$ cat src/rtl/alu_share_arbiter_if.sv
// Request/response/ALU bundle for alu_share_arbiter.
// slave is the arbiter's view; master is the requester + ALU side.
interface alu_share_arbiter_if #(
  parameter int WIDTH = 32,
  parameter int CNT_W = 16
);
  logic             req0_valid;
  logic             req0_ready;
  logic [3:0]       req0_ctrl;
  logic [WIDTH-1:0] req0_a;
  logic [WIDTH-1:0] req0_b;
  logic             req1_valid;
  logic             req1_ready;
  logic [3:0]       req1_ctrl;
  logic [WIDTH-1:0] req1_a;
  logic [WIDTH-1:0] req1_b;
  logic             rsp0_valid;
  logic             rsp0_ready;
  logic [WIDTH-1:0] rsp0_data;
  logic             rsp0_err;
  logic             rsp1_valid;
  logic             rsp1_ready;
  logic [WIDTH-1:0] rsp1_data;
  logic             rsp1_err;
  logic [3:0]       alu_ctrl;
  logic [WIDTH-1:0] alu_a;
  logic [WIDTH-1:0] alu_b;
  logic [WIDTH-1:0] alu_result;
  logic             busy;
  logic [CNT_W-1:0] ops_done;

  modport slave (
    input  req0_valid, req0_ctrl, req0_a, req0_b,
    input  req1_valid, req1_ctrl, req1_a, req1_b,
    output req0_ready, req1_ready,
    output rsp0_valid, rsp0_data, rsp0_err,
    output rsp1_valid, rsp1_data, rsp1_err,
    input  rsp0_ready, rsp1_ready,
    output alu_ctrl, alu_a, alu_b,
    input  alu_result,
    output busy, ops_done
  );

  modport master (
    output req0_valid, req0_ctrl, req0_a, req0_b,
    output req1_valid, req1_ctrl, req1_a, req1_b,
    input  req0_ready, req1_ready,
    input  rsp0_valid, rsp0_data, rsp0_err,
    input  rsp1_valid, rsp1_data, rsp1_err,
    output rsp0_ready, rsp1_ready,
    input  alu_ctrl, alu_a, alu_b,
    output alu_result,
    input  busy, ops_done
  );
endinterface

$ cat src/rtl/alu_share_arbiter.sv
// Round-robin sharing of one combinational ALU between two requesters:
// IDLE grants and registers operands, EXEC captures the result, RESP returns it.
module alu_share_arbiter #(
  parameter int WIDTH = 32,
  parameter int CNT_W = 16
) (
  input  logic                 clk,
  input  logic                 reset,
  alu_share_arbiter_if.slave   bus
);

  typedef enum logic [1:0] {IDLE, EXEC, RESP} state_t;

  state_t           state_q;
  logic             owner_q;
  logic             last_grant_q;
  logic             err_pend_q;
  logic             rsp_err_q;
  logic [WIDTH-1:0] rsp_data_q;
  logic [3:0]       alu_ctrl_q;
  logic [WIDTH-1:0] alu_a_q;
  logic [WIDTH-1:0] alu_b_q;
  logic [CNT_W-1:0] ops_done_q;

  logic             grant0;
  logic             grant1;
  logic [3:0]       win_ctrl;
  logic [WIDTH-1:0] win_a;
  logic [WIDTH-1:0] win_b;
  logic             rsp_fire;

  function automatic logic is_legal(input logic [3:0] code);
    case (code)
      4'b0000, 4'b0001, 4'b0010, 4'b0011,
      4'b0101, 4'b0110, 4'b1000, 4'b1001: return 1'b1;
      default:                            return 1'b0;
    endcase
  endfunction

  // NOTE: every output of an always_comb gets a default first so no path leaves it unassigned (no latch).
  always_comb begin
    grant0 = 1'b0;
    grant1 = 1'b0;
    // On a tie the port that did not win last time is served.
    if (!reset && state_q == IDLE) begin
      grant0 = bus.req0_valid && (!bus.req1_valid || last_grant_q);
      grant1 = bus.req1_valid && (!bus.req0_valid || !last_grant_q);
    end
  end

  assign win_ctrl = grant1 ? bus.req1_ctrl : bus.req0_ctrl;
  assign win_a    = grant1 ? bus.req1_a    : bus.req0_a;
  assign win_b    = grant1 ? bus.req1_b    : bus.req0_b;
  assign rsp_fire = (state_q == RESP) && (owner_q ? bus.rsp1_ready : bus.rsp0_ready);

  // NOTE: sequential state uses non-blocking assignments so every register samples pre-edge values.
  always_ff @(posedge clk or posedge reset) begin
    if (reset) begin
      state_q      <= IDLE;
      owner_q      <= 1'b0;
      last_grant_q <= 1'b1;
      err_pend_q   <= 1'b0;
      rsp_err_q    <= 1'b0;
      rsp_data_q   <= '0;
      alu_ctrl_q   <= 4'b0000;
      alu_a_q      <= '0;
      alu_b_q      <= '0;
      ops_done_q   <= '0;
    end else begin
      case (state_q)
        IDLE: begin
          if (grant0 || grant1) begin
            // Illegal codes leave the ALU inputs untouched and just flag the response.
            if (is_legal(win_ctrl)) begin
              alu_ctrl_q <= win_ctrl;
              alu_a_q    <= win_a;
              alu_b_q    <= win_b;
              err_pend_q <= 1'b0;
            end else begin
              err_pend_q <= 1'b1;
            end
            owner_q      <= grant1;
            last_grant_q <= grant1;
            state_q      <= EXEC;
          end
        end
        EXEC: begin
          rsp_data_q <= err_pend_q ? '0 : bus.alu_result;
          rsp_err_q  <= err_pend_q;
          state_q    <= RESP;
        end
        RESP: begin
          if (rsp_fire) begin
            ops_done_q <= ops_done_q + 1'b1;
            err_pend_q <= 1'b0;
            state_q    <= IDLE;
          end
        end
        default: state_q <= IDLE;
      endcase
    end
  end

  assign bus.req0_ready = grant0;
  assign bus.req1_ready = grant1;
  assign bus.rsp0_valid = (state_q == RESP) && !owner_q;
  assign bus.rsp1_valid = (state_q == RESP) &&  owner_q;
  assign bus.rsp0_data  = bus.rsp0_valid ? rsp_data_q : '0;
  assign bus.rsp1_data  = bus.rsp1_valid ? rsp_data_q : '0;
  assign bus.rsp0_err   = bus.rsp0_valid && rsp_err_q;
  assign bus.rsp1_err   = bus.rsp1_valid && rsp_err_q;
  assign bus.alu_ctrl   = alu_ctrl_q;
  assign bus.alu_a      = alu_a_q;
  assign bus.alu_b      = alu_b_q;
  assign bus.busy       = (state_q != IDLE);
  assign bus.ops_done   = ops_done_q;

endmodule

$ cat src/flat_wrapper.sv
// flat-port wrapper written by rule: the top's interface ports become plain ports
module alu_share_arbiter_flat 
#(
  parameter int WIDTH = 32,
  parameter int CNT_W = 16
)
  (clk, reset, bus_req0_valid, bus_req0_ctrl, bus_req0_a, bus_req0_b, bus_req1_valid, bus_req1_ctrl, bus_req1_a, bus_req1_b, bus_req0_ready, bus_req1_ready, bus_rsp0_valid, bus_rsp0_data, bus_rsp0_err, bus_rsp1_valid, bus_rsp1_data, bus_rsp1_err, bus_rsp0_ready, bus_rsp1_ready, bus_alu_ctrl, bus_alu_a, bus_alu_b, bus_alu_result, bus_busy, bus_ops_done);
  alu_share_arbiter_if #(.WIDTH(WIDTH), .CNT_W(CNT_W)) bus_i ();
  input  logic clk;
  input  logic reset;
  input wire logic [$bits(bus_i.req0_valid)-1:0] bus_req0_valid;
  input wire logic [$bits(bus_i.req0_ctrl)-1:0] bus_req0_ctrl;
  input wire logic [$bits(bus_i.req0_a)-1:0] bus_req0_a;
  input wire logic [$bits(bus_i.req0_b)-1:0] bus_req0_b;
  input wire logic [$bits(bus_i.req1_valid)-1:0] bus_req1_valid;
  input wire logic [$bits(bus_i.req1_ctrl)-1:0] bus_req1_ctrl;
  input wire logic [$bits(bus_i.req1_a)-1:0] bus_req1_a;
  input wire logic [$bits(bus_i.req1_b)-1:0] bus_req1_b;
  output wire logic [$bits(bus_i.req0_ready)-1:0] bus_req0_ready;
  output wire logic [$bits(bus_i.req1_ready)-1:0] bus_req1_ready;
  output wire logic [$bits(bus_i.rsp0_valid)-1:0] bus_rsp0_valid;
  output wire logic [$bits(bus_i.rsp0_data)-1:0] bus_rsp0_data;
  output wire logic [$bits(bus_i.rsp0_err)-1:0] bus_rsp0_err;
  output wire logic [$bits(bus_i.rsp1_valid)-1:0] bus_rsp1_valid;
  output wire logic [$bits(bus_i.rsp1_data)-1:0] bus_rsp1_data;
  output wire logic [$bits(bus_i.rsp1_err)-1:0] bus_rsp1_err;
  input wire logic [$bits(bus_i.rsp0_ready)-1:0] bus_rsp0_ready;
  input wire logic [$bits(bus_i.rsp1_ready)-1:0] bus_rsp1_ready;
  output wire logic [$bits(bus_i.alu_ctrl)-1:0] bus_alu_ctrl;
  output wire logic [$bits(bus_i.alu_a)-1:0] bus_alu_a;
  output wire logic [$bits(bus_i.alu_b)-1:0] bus_alu_b;
  input wire logic [$bits(bus_i.alu_result)-1:0] bus_alu_result;
  output wire logic [$bits(bus_i.busy)-1:0] bus_busy;
  output wire logic [$bits(bus_i.ops_done)-1:0] bus_ops_done;
  assign bus_i.req0_valid = bus_req0_valid;
  assign bus_i.req0_ctrl = bus_req0_ctrl;
  assign bus_i.req0_a = bus_req0_a;
  assign bus_i.req0_b = bus_req0_b;
  assign bus_i.req1_valid = bus_req1_valid;
  assign bus_i.req1_ctrl = bus_req1_ctrl;
  assign bus_i.req1_a = bus_req1_a;
  assign bus_i.req1_b = bus_req1_b;
  assign bus_req0_ready = bus_i.req0_ready;
  assign bus_req1_ready = bus_i.req1_ready;
  assign bus_rsp0_valid = bus_i.rsp0_valid;
  assign bus_rsp0_data = bus_i.rsp0_data;
  assign bus_rsp0_err = bus_i.rsp0_err;
  assign bus_rsp1_valid = bus_i.rsp1_valid;
  assign bus_rsp1_data = bus_i.rsp1_data;
  assign bus_rsp1_err = bus_i.rsp1_err;
  assign bus_i.rsp0_ready = bus_rsp0_ready;
  assign bus_i.rsp1_ready = bus_rsp1_ready;
  assign bus_alu_ctrl = bus_i.alu_ctrl;
  assign bus_alu_a = bus_i.alu_a;
  assign bus_alu_b = bus_i.alu_b;
  assign bus_i.alu_result = bus_alu_result;
  assign bus_busy = bus_i.busy;
  assign bus_ops_done = bus_i.ops_done;
  alu_share_arbiter #(.WIDTH(WIDTH), .CNT_W(CNT_W)) u_core (.clk(clk), .reset(reset), .bus(bus_i));
endmodule
$ cat config.mk
export PLATFORM = sky130hd
export DESIGN_NAME = alu_share_arbiter_flat
export DESIGN_NICKNAME = d
export VERILOG_FILES = /design/src/rtl/alu_share_arbiter_if.sv /design/src/rtl/alu_share_arbiter.sv /design/src/flat_wrapper.sv
export SDC_FILE = /design/constraint.sdc
export NUM_CORES = 1
export LEC_CHECK = 0
export ABC_AREA = 1
export CAP_MARGIN = 20
export CORE_AREA = 2 2 126 128
export CTS_BUF_LIST = sky130_fd_sc_hd__clkbuf_2 sky130_fd_sc_hd__clkbuf_4 sky130_fd_sc_hd__clkbuf_8
export DETAILED_ROUTE_END_ITERATION = 16
export DIE_AREA = 0 0 128 130
export PLACE_DENSITY = 0.82
export SETUP_SLACK_MARGIN = 0.4
export SYNTH_ARGS = -nofsm -noshare
export SYNTH_HDL_FRONTEND = slang
export SYNTH_SLANG_ARGS = --single-unit
$ cat constraint.sdc
create_clock -name clk -period 6.1 [get_ports clk]
set_clock_uncertainty 0.2 [all_clocks]
set_input_delay 1.525 -clock clk [delete_from_list [all_inputs] [get_ports clk]]
set_output_delay 1.525 -clock clk [all_outputs]
set_load 0.01 [all_outputs]
---- Yosys cells after proc, flatten, opt, wreduce, memory -nomap -nowiden ----
Memory sizes are Yosys's and may differ from the RTL's.
Index checks and enable logic that the tools add are counted.
storage, ports and cells
  word-level logic and storage cells ...... 58
  ROM bits ................................ 16
  register bits ........................... 122
  RAM bits ................................ 0
  bits of input ports ..................... 174
  memories kept ........................... 1
  bits in latches ......................... 0
  output and inout bits ................... 155
memories
  name              depth  width  rd ports  clocked after memory_dff  write ports  RTL line                 RTL
  (name not given)  16     1      1         0                         0            alu_share_arbiter.sv:33  case (code)
operators by class
  div/mod/pow operators ................... 0
  muxes and demuxes ....................... 18
  bitwise operators ....................... 0
  reductions and logical operators ........ 24
  shifts and indexed selects .............. 0
  $add $sub $neg .......................... 1
  multiply operators ...................... 0
  $lt $le $gt $ge ......................... 0
  equality and inequality tests ........... 4
operators by type and width
  operator                                              count
  two-way mux 32 bit                                    5
  adder 16 x 1 -> 16 bit (second input constant)        1
  logical AND 1 bit                                     8
  two-way mux 1 bit                                     8
  one-hot mux 2 bit (3 select lines)                    1
  AND reduction 2 bit                                   3
  AND reduction 3 bit                                   2
  logical NOT 1 bit                                     5
  two-way mux 2 bit                                     2
  two-way mux 4 bit                                     1
  nonzero test 2 bit                                    2
  logical OR 1 bit                                      3
  equality test 2 x 1 -> 1 bit (second input constant)  1
  equality test 2 bit (second input constant)           1
  logical NOT 2 bit                                     1
  != test 2 x 1 -> 1 bit (second input constant)        1
  != test 2 bit (second input constant)                 1
  one-hot mux 1 bit (2 select lines)                    1

---- Longest topological paths before layout ----
An unclocked memory read counts as a cell.
  depth in word-level cells ............... 11
  mapped depth ............................ 14
  gate-level depth less buffers ........... 12

---- Least setup slack after synthesis ----
OpenSTA, ideal clock, no wires.
  path type ............................... in2out
  from .................................... input port reset
  to ...................................... output port bus_req1_ready
  path buffers ............................ 1
  data required time ...................... 4.375 ns
  cell stages on the path ................. 4
  path slack .............................. 0.542 ns
  arrival ................................. 3.833 ns
  cell sequence ........................... inv_2 > nand2_1 > nor2_4 > clkbuf_1
between the ends
  longest elaborated chain between the ends .. 3
ends and longest elaborated chain
  what                         RTL line                 RTL
  from (decl)                  flat_wrapper.sv:10       input logic reset;
  logical NOT 1 bit (no line)  n/a
  logical AND 1 bit            alu_share_arbiter.sv:45  if (!reset && state_q == IDLE) begin
  two-way mux 1 bit            alu_share_arbiter.sv:45
  to (decl)                    flat_wrapper.sv:20       output wire logic [$bits(bus_i.req1_ready)-1:0] bus_req1_ready;
No other way between the ends.

---- Worst setup path in the final report ----
  from .................................... input port reset
  to ...................................... output port bus_req0_ready
between the ends
  longest elaborated chain between the ends .. 3
ends and longest elaborated chain
  what                         RTL line                 RTL
  logical NOT 1 bit (no line)  n/a
  logical AND 1 bit            alu_share_arbiter.sv:45
  two-way mux 1 bit            alu_share_arbiter.sv:45
  to (decl)                    flat_wrapper.sv:19       output wire logic [$bits(bus_i.req0_ready)-1:0] bus_req0_ready;
No other way between the ends.

==> flow_summary.yaml <==
run_status:
  status: "complete, no violations"
route:
  first_iter_violations: 251
  ant_nets: 0
  drc: 0
  routed_wl_um: 19400
  via_per_inst: 4.69
  via_count: 6454
  drt_first_pass_iters: 5
  wl_per_cell_um: 14.1
grt:
  gr-total-overflow: 0
  grt_pass1_wl_um: 30100
  grt_antenna_before_repair: 0
  grt_max_degree: 81
  grt_pass1_vias: 6087
  grt_usage: 0.229
clock_tree:
  worstSkewPairLatency_ns: 0.42
  cts_root_buf: "clkbuf_8"
  cts.sinks: 122
  cts_made_buffers: 17
  hold_buffers: 0
  cts_buffer_depth: 2
  post_cts_resized: 0
  post_cts_buffers: 0
  path_clk_slew_ns: 0.07
  htreeDepth: 4
  cts_tree: "built"
worst_setup_path:
  worst-setup-path-type: "in -> out"
  max_stage_delay_ns: 0.59
  crit_family: "buffers and inverters"
  arrival_ns: 3.08
  cpMostUsedCell: "clkdlybuf4s50_1"
  crit_fanout: 3
  critPathBufInv: 3
  cp-start-kind: "input pin"
  rr_worst_depth: 12
  slowest_stage: "clkdlybuf4s50_1"
  startpoint: "reset"
  r2r_slack_ns: 2.81
  worstPathRequired_ns: 4.38
  worst_setup_path_end_kind: "output pin"
  crit_chain: "clkdlybuf4s50_1 -> nor2_2 -> o211ai_1 -> inv_1 -> clkdlybuf4s50_1"
  reg2reg_to: "u_core.bus.alu_a[27]$_DFFE_PP0P_"
  worstReg2RegStart: "u_core.state_q[1]$_DFFE_PP0P_"
sta:
  finalSetupViolCount: 0
  finalHoldViolCount: 0
  worst_slew_pin_slew_ns: 0.990
  slew_headroom: 0.339
  finalMaxSlewViolations: 0
  period_minus_slack_ns: 4.80
  timing.setup.tns_ns: 0
  setup_slack_ns: 1.30
  max_freq_ghz: 0.208
  rsz0062_at_grt: "false"
  post-route-period-util: 0.788
synthesis:
  syn-num-nets: 1035
  synth_seq_area_share: 0.497
  synth_top_cell_by_area: "dfrtp_1"
  synth.avg_cell_area_um2: 7.14
  yosys_warnings: 0
  synthCells: 860
  synth_seq_cells: 122
  synth_area_leaders: "dfrtp_1, nand2_1, nand3_1, nor2_1, inv_1"
  synth_top_area_frac: 0.493
  yosysUniqueCellTypes: 27
  synthesis.area_um2: 6140
die:
  die_w_um: 128
  die_y_um: 130
  rows: 46
  die_area_um2: 16600
  ios: 329
  start_util: 0.398
  core_um2: 15400
placement:
  placed_cell_area_um2: 9530
  pre_cts_ws_ns: 1.17
  dpl.hpwl_um: 14300
  portBuffers: 328
  placed_cells: 1343
  gp_congestion: 0.802
layout:
  drive_above_1_share: 0.0482
  num_antenna_cells: 0
  utilization: 0.644
  final_cells: 1375
  area_delta_synth_final_pct: 61.7
  fillers: 1339
  final_area_um2: 9930
  nets: 1346
power:
  irDropWorstVdd_mv: 0.224
  p_per_area_nw_per_um2: 359
  p_leak_nw: 4.80
min_path:
  holdPathStages: 1
  worst_hold_startpoint: "u_core.bus.ops_done[15]$_DFFE_PP0P_"
  hold_end: "u_core.bus.ops_done[15]$_DFFE_PP0P_"
  worstHoldPathType: "reg -> reg"
flow_run:
  maxCapViolCount: 0
## metal layers
layer | up-vias | wire length (µm) | part of all wire | GRT usage
li1 | 3251 | - | - | -
met1 | 2927 | 7620 | 0.39 | 0.253
met2 | 249 | 9810 | 0.50 | 0.417
met3 | 27 | 1630 | 0.084 | 0.0808
met4 | 0 | 386 | 0.020 | 0.0705
met5 | - | 0 | 0 | 0
## final cells by class
cell class                      count  area [µm²]  area share
Sequential cell                   122        3050       0.308
Clock inverter                      7        66.3     0.00668
Timing Repair Buffer              339        3390       0.341
Inverter                           61         231      0.0233
Clock buffer                       24         312      0.0314
Multi-Input combinational cell    630        2640       0.266
Tap cell                          192         240      0.0242
## sequential cells by signal (all words and copies together), names as in the netlist
| register | flops |
|---|---|
| u_core.bus.alu_a | 32 |
| u_core.bus.alu_b | 32 |
| u_core.bus.alu_ctrl | 4 |
| u_core.bus.ops_done | 16 |
| u_core.err_pend_q | 1 |
| u_core.last_grant_q | 1 |
| u_core.owner_q | 1 |
| u_core.rsp_data_q | 32 |
| u_core.rsp_err_q | 1 |
| u_core.state_q | 2 |
## cells in the final DEF, fill, tap and decap left out, types with 2 or more instances in the layout
| master | count |
|---|---|
| nand2_1 | 403 |
| clkdlybuf4s50_1 | 328 |
| dfrtp_1 | 121 |
| nor2_1 | 78 |
| nand3_1 | 74 |
| inv_1 | 59 |
| o21ai_0 | 36 |
| clkbuf_8 | 21 |
| buf_4 | 10 |
| xor2_1 | 9 |
| nand2_2 | 6 |
| xnor2_1 | 5 |
| nor2_2 | 4 |
| clkinv_2 | 4 |
| a21oi_1 | 3 |
| clkbuf_4 | 3 |
| o21ai_1 | 2 |
| nand4_1 | 2 |
| nor3_1 | 2 |
## report_power, final
part           switching (mW)  leakage [nW]  total (mW)  internal, mW
sequential              0.162          1.56        1.28          1.12
combinational           0.851          3.04        1.61         0.756
clock                   0.311         0.199       0.686         0.375
## synthesized netlist by cell type
| library cell | instances |
|---|---|
| buf_6 | 3 |
| dfrtp_1 | 121 |
| o211ai_1 | 1 |
| o21ai_2 | 1 |
| nor2_2 | 3 |
| nand2_2 | 5 |
| nor4_1 | 1 |
| buf_2 | 13 |
| clkbuf_1 | 19 |
| nand4_1 | 2 |
| dfstp_2 | 1 |
| o21ai_1 | 2 |
| buf_1 | 10 |
| ha_1 | 1 |
| inv_2 | 2 |
| xor2_1 | 9 |
| a21oi_1 | 3 |
| o21bai_1 | 1 |
| o21ai_0 | 36 |
| buf_4 | 2 |
| nor2_4 | 1 |
| inv_1 | 59 |
| nor2_1 | 79 |
| nand3_1 | 74 |
| xnor2_1 | 5 |
| nor3_1 | 2 |
| nand2_1 | 404 |
## stage by stage
step / power [mW] / hold slack [ns]
floorplan: 2.04 / 0.251
global placement: 2.87 / 0.254
detailed placement: 2.91 / 0.257
CTS: 3.61 / 0.275
global route: 3.82 / 0.290
finish: 3.57 / 0.271
## logic make-up after synthesis
family / after synthesis / share of synthesized area
DFF: 122 / 0.497
buffers and inverters: 108 / 0.0735
xor gates and xnor gates: 14 / 0.0200
adders and majority gates: 1 / 0.00204
AOI/OAI and AO/OA: 44 / 0.0373
and+or+nand+nor: 571 / 0.370
## worst max-delay path by stage
| stage | slack (ns) | end | cells after the start |
|---|---|---|---|
| 2_1_floorplan | 0.54 | bus_req1_ready | 4 |
| 3_3_place_gp | 1.31 | bus_req0_ready | 5 |
| 3_5_place_dp | 1.17 | u_core.bus.alu_a[27]$_DFFE_PP0P_ | 13 |
| 4_1_cts | 1.29 | bus_req0_ready | 5 |
| 5_1_grt | 1.25 | bus_req0_ready | 5 |
| 6_report | 1.30 | bus_req0_ready | 5 |
Power figures use the tool's default switching activity.
